`config.mk`:
```
export PLATFORM = sky130hd
export DESIGN_NAME = id_ex_stage
export DESIGN_NICKNAME = d
export VERILOG_FILES = /design/src/rtl/id_ex_stage.sv
export SDC_FILE = /design/constraint.sdc
export NUM_CORES = 1
export LEC_CHECK = 0
export BUFFER_PORTS_ARGS = -buffer_cell sky130_fd_sc_hd__clkbuf_2
export CORE_AREA = 2 2 133 135
export DETAILED_ROUTE_END_ITERATION = 8
export DIE_AREA = 0 0 135 137
export PLACE_DENSITY = 0.71
export SYNTH_ARGS = -nofsm -noshare
export SYNTH_HDL_FRONTEND = slang
export SYNTH_SLANG_ARGS = --single-unit
```
`constraint.sdc`:
```
create_clock -name clk -period 4 [get_ports clk]
set_input_delay 0.4 -clock clk [delete_from_list [all_inputs] [get_ports clk]]
set_output_delay 0.4 -clock clk [all_outputs]
set_load 0.03 [all_outputs]
```
`src/rtl/id_ex_stage.sv`:
```
// id_ex_stage: ID/EX pipeline register with load-use stall, flush/jump bubbles and saturating bubble counters
module id_ex_stage #(
  parameter int DATA_W = 32,
  parameter int REG_W  = 5,
  parameter int CNT_W  = 16
) (
  input  logic              clk,
  input  logic              rst_n,
  input  logic [1:0]        id_wb,
  input  logic [2:0]        id_m,
  input  logic [4:0]        id_ex,
  input  logic              id_j,
  input  logic [DATA_W-1:0] id_pc4,
  input  logic [DATA_W-1:0] id_rd1,
  input  logic [DATA_W-1:0] id_rd2,
  input  logic [DATA_W-1:0] id_imm,
  input  logic [REG_W-1:0]  id_rs,
  input  logic [REG_W-1:0]  id_rt,
  input  logic [REG_W-1:0]  id_rd,
  input  logic              flush,
  output logic [1:0]        ex_wb,
  output logic [2:0]        ex_m,
  output logic [4:0]        ex_ex,
  output logic [DATA_W-1:0] ex_pc4,
  output logic [DATA_W-1:0] ex_rd1,
  output logic [DATA_W-1:0] ex_rd2,
  output logic [DATA_W-1:0] ex_imm,
  output logic [REG_W-1:0]  ex_rs,
  output logic [REG_W-1:0]  ex_rt,
  output logic [REG_W-1:0]  ex_rd,
  output logic              pc_write,
  output logic              ifid_write,
  output logic [CNT_W-1:0]  stall_cnt,
  output logic [CNT_W-1:0]  flush_cnt
);
  logic ex_load, uses_rt, hazard, bubble, stall_inc, flush_inc;
  assign ex_load    = ex_wb[0] & ~ex_wb[1];
  assign uses_rt    = ~id_ex[4] | id_m[1];
  assign hazard     = ex_load & (ex_rt != '0) & ((ex_rt == id_rs) | (uses_rt & (ex_rt == id_rt)));
  assign bubble     = flush | hazard | id_j;
  assign stall_inc  = hazard & ~flush;
  assign flush_inc  = flush | (~hazard & id_j);
  assign pc_write   = ~stall_inc;
  assign ifid_write = ~stall_inc;
  always_ff @(posedge clk or negedge rst_n) begin
    if (!rst_n) begin
      ex_wb     <= '0;
      ex_m      <= '0;
      ex_ex     <= '0;
      ex_pc4    <= '0;
      ex_rd1    <= '0;
      ex_rd2    <= '0;
      ex_imm    <= '0;
      ex_rs     <= '0;
      ex_rt     <= '0;
      ex_rd     <= '0;
      stall_cnt <= '0;
      flush_cnt <= '0;
    end else begin
      ex_wb     <= bubble ? '0 : id_wb;
      ex_m      <= bubble ? '0 : id_m;
      ex_ex     <= bubble ? '0 : id_ex;
      ex_pc4    <= bubble ? '0 : id_pc4;
      ex_rd1    <= bubble ? '0 : id_rd1;
      ex_rd2    <= bubble ? '0 : id_rd2;
      ex_imm    <= bubble ? '0 : id_imm;
      ex_rs     <= bubble ? '0 : id_rs;
      ex_rt     <= bubble ? '0 : id_rt;
      ex_rd     <= bubble ? '0 : id_rd;
      if (stall_inc && stall_cnt != '1) stall_cnt <= stall_cnt + 1'b1;
      if (flush_inc && flush_cnt != '1) flush_cnt <= flush_cnt + 1'b1;
    end
  end
endmodule
```
==> impl_metrics.json <==
{
  "run_status": "complete, no violations",
  "max_transition_viols_final": 0,
  "synth_cells": 482,
  "cts_hold_buffers": 0,
  "syn-cell-area_um2": 6670,
  "met3_layer_wire_length_in_the_routed_design_um": 1630,
  "max_cap_violations": 0,
  "setup_violations": 0,
  "synth_top_area_share_pct": 69.4,
  "ys_async_sr_fraction_pct": 100,
  "stdcell_count": 1064,
  "synth_common_cells": "sky130_fd_sc_hd__dfrtp_1, sky130_fd_sc_hd__and2_1, sky130_fd_sc_hd__xnor2_1",
  "clock_tree_from_tritoncts": "built",
  "buffer_ports.inserted": 343,
  "totalNegativeSetupSlack_ns": 0,
  "placed_cell_area_um2": 8550,
  "placedCellCount": 1032,
  "cts.htree.levels": 4,
  "holdCritPathClass": "input pin to async pin",
  "worst_setup_path_end_kind": "output pin",
  "worstPathMaxFanout": 4,
  "dieArea_um2": 18500,
  "worst_setup_hold_path_clk_slew_ns": 0.07,
  "final_net_count": 985,
  "syn-num-nets": 641,
  "dp_hpwl_um": 12000,
  "startpoint_type": "flop",
  "clockBufferDepth": 2,
  "drive_gt1_share_pct": 46.5,
  "ranking_of_synthesized_cells_by_area": "sky130_fd_sc_hd__dfrtp_1, sky130_fd_sc_hd__and2_1, sky130_fd_sc_hd__xnor2_1, sky130_fd_sc_hd__buf_6, sky130_fd_sc_hd__xor2_1",
  "drt-initial-drc-count": 165,
  "post-synth-top-count-cell": "sky130_fd_sc_hd__dfrtp_1",
  "worst-setup-path-type": "flop to output pin",
  "grt_util_all_layers_pct": 17.9,
  "power-per-cell-area_nw_per_um2": 457,
  "timing_hold_violations_final": 0,
  "yosysTopAreaCell": "sky130_fd_sc_hd__dfrtp_1",
  "r2r_end": "stall_cnt[1]",
  "globalRouteOverflowTotal": 0,
  "worst-slew-pin-transition_ns": 0.953,
  "via_count_of_the_first_global_routing_pass": 4694,
  "worstSkewPairLatency_ns": 0.42,
  "tritoncts.num_buffers": 17,
  "wl_per_cell_um": 15.2,
  "die_height_um": 137,
  "antenna_found_initial": 1,
  "via_count": 4657,
  "pin_count": 344,
  "rrSetupSlack_ns": 1.57,
  "maxUsedRoutingLayer": "met4",
  "final.min_clock_period_ns": 2.57,
  "cts_post_setup_buffers_inserted": 0,
  "route.antenna.remaining_nets": 0,
  "count_of_flip_flops_with_a_built_in_enable_after_synthesis": 0,
  "start_util_pct": 39.1,
  "grt_pass1_wl_um": 25300,
  "post_synth_num_cell_types": 36,
  "drt-pass1-iter-count": 5,
  "tritoncts_num_sinks": 185,
  "synth_sequential_area_ratio_pct": 69.4,
  "num-fill-cells": 1493,
  "critPathRequiredTime_ns": 3.60,
  "regToRegStartpoint": "ex_rt[2]",
  "die_width_um": 135,
  "routedLengthMet1_um": 6200,
  "drt_wl_total_um": 16200,
  "power_leakage_uw": 0.00499,
  "floorplan.rows": 48,
  "yosysWarnings": 0,
  "synth_seq_cells": 185,
  "detail_route.drc_violations": 0,
  "timing.max_slew.rel_slack_pct": 36.4,
  "total_power_uw": 4150,
  "clock.fmax_mhz": 389,
  "finalWorstSetupSlack_ns": 1.43,
  "cts-resized-gates": 0,
  "detail_route.vias_per_cell": 4.38,
  "post-place-ws_ns": 1.58,
  "peakVddDrop_v": 0.000282,
  "arrival_ns": 2.17,
  "clockRootBuffer": "sky130_fd_sc_hd__clkbuf_16",
  "rsz0062_at_grt": "false",
  "maximum_number_of_pins_on_one_net_before_global_route_repair": 122,
  "final_min_period_over_clock_period_pct": 64.2,
  "core_area_um2": 17100,
  "met2RoutedLength_um": 8100,
  "syn-mean-instance-area_um2": 13.8,
  "reg2reg_depth": 5,
  "finClkSkew_ns": 0.00890,
  "area_growth_syn_to_layout_pct": 36.3,
  "gpl.final_weighted_congestion": 0.800,
  "stdcell_area_um2": 9090,
  "dominantRegCellSynth": "sky130_fd_sc_hd__dfrtp_1"
}
## power breakdown
part | leakage (uW) | switching (uW) | internal (uW) | total [uW]
logic | 0.00224 | 368 | 201 | 568
clock network | 0.000254 | 748 | 811 | 1560
registers | 0.00249 | 61.9 | 1970 | 2030
total | 0.00499 | 1180 | 2980 | 4150
## through the flow
stage               utilization [%]  hold slack [ns]
finish                         53.3            0.133
global route                   53.3            0.162
CTS                            53.3            0.155
detailed placement             50.1            0.491
global placement               50.1            0.488
floorplan                         -            0.104
## worst max-delay path, stage by stage, from the launching register on
cell	delay [ns]
sky130_fd_sc_hd__dfrtp_1	0.44
sky130_fd_sc_hd__xor2_1	0.19
sky130_fd_sc_hd__nor4_2	0.31
sky130_fd_sc_hd__a22oi_2	0.16
sky130_fd_sc_hd__or3_1	0.43
sky130_fd_sc_hd__clkbuf_2	0.21
## flip-flops by register name, summed over array words and instances (netlist names)
register	cells
ex_ex	5
stall_cnt	16
ex_rd1	32
flush_cnt	16
ex_rt	5
ex_wb	2
ex_rs	5
ex_imm	32
ex_m	3
ex_rd2	32
ex_pc4	32
ex_rd	5
## worst max-delay path by stage
stage | from | slack [ns] | cells past startpoint | end
CTS | ex_rt[2] | 1.43 | 5 | pc_write
floorplan | ex_rt[4] | 1.71 | 5 | pc_write
global placement | id_rt[4] | 1.60 | 6 | stall_cnt[1]
global route | ex_rt[2] | 1.34 | 5 | pc_write
finish | ex_rt[2] | 1.43 | 5 | pc_write
detailed placement | id_rt[4] | 1.58 | 6 | stall_cnt[1]
## cell usage in the layout (no fill, tap or decap), types with 2 or more instances in the layout
cell / n
sky130_fd_sc_hd__a21oi_1: 2
sky130_fd_sc_hd__and2_1: 153
sky130_fd_sc_hd__and3_1: 9
sky130_fd_sc_hd__and4_1: 3
sky130_fd_sc_hd__buf_4: 3
sky130_fd_sc_hd__clkbuf_16: 17
sky130_fd_sc_hd__clkbuf_2: 342
sky130_fd_sc_hd__clkinvlp_4: 4
sky130_fd_sc_hd__dfrtp_1: 185
sky130_fd_sc_hd__ha_1: 2
sky130_fd_sc_hd__inv_6: 6
sky130_fd_sc_hd__inv_8: 2
sky130_fd_sc_hd__mux2_2: 4
sky130_fd_sc_hd__nand2_1: 9
sky130_fd_sc_hd__nand3_1: 9
sky130_fd_sc_hd__nand4_1: 7
sky130_fd_sc_hd__nor2_1: 8
sky130_fd_sc_hd__nor2b_1: 2
sky130_fd_sc_hd__o2111ai_1: 4
sky130_fd_sc_hd__o211ai_1: 7
sky130_fd_sc_hd__o21ai_0: 4
sky130_fd_sc_hd__xnor2_1: 27
sky130_fd_sc_hd__xor2_1: 11
## kinds of logic after synthesis
family | synth area share [%]
AND/OR/NAND/NOR | 19.6
flip-flops | 69.4
XOR/XNOR | 4.99
buffers and inverters | 2.61
AO/OA/AOI/OAI | 2.31
multiplexers | 0.676
adder cells (fa/ha/maj) | 0.375
## metal layers
metal | vias up | GRT usage, %
met4 | 0 | 5.61
met2 | 217 | 29.6
li1 | 2229 | -
met1 | 2194 | 21.4
met3 | 17 | 7.74
met5 | - | 0
## layout make-up
type                            instances  area (um2)  share of cell area [%]
Inverter                                1        3.75                  0.0413
Multi-Input combinational cell        274        1860                    20.5
Clock inverter                         13         110                    1.21
Tap cell                              225         282                    3.10
Timing Repair Buffer                  347        1770                    19.5
Sequential cell                       185        4630                    50.9
Antenna cell                            1        2.50                  0.0275
Clock buffer                           18         429                    4.72
(Power assumes the default switching activity.)
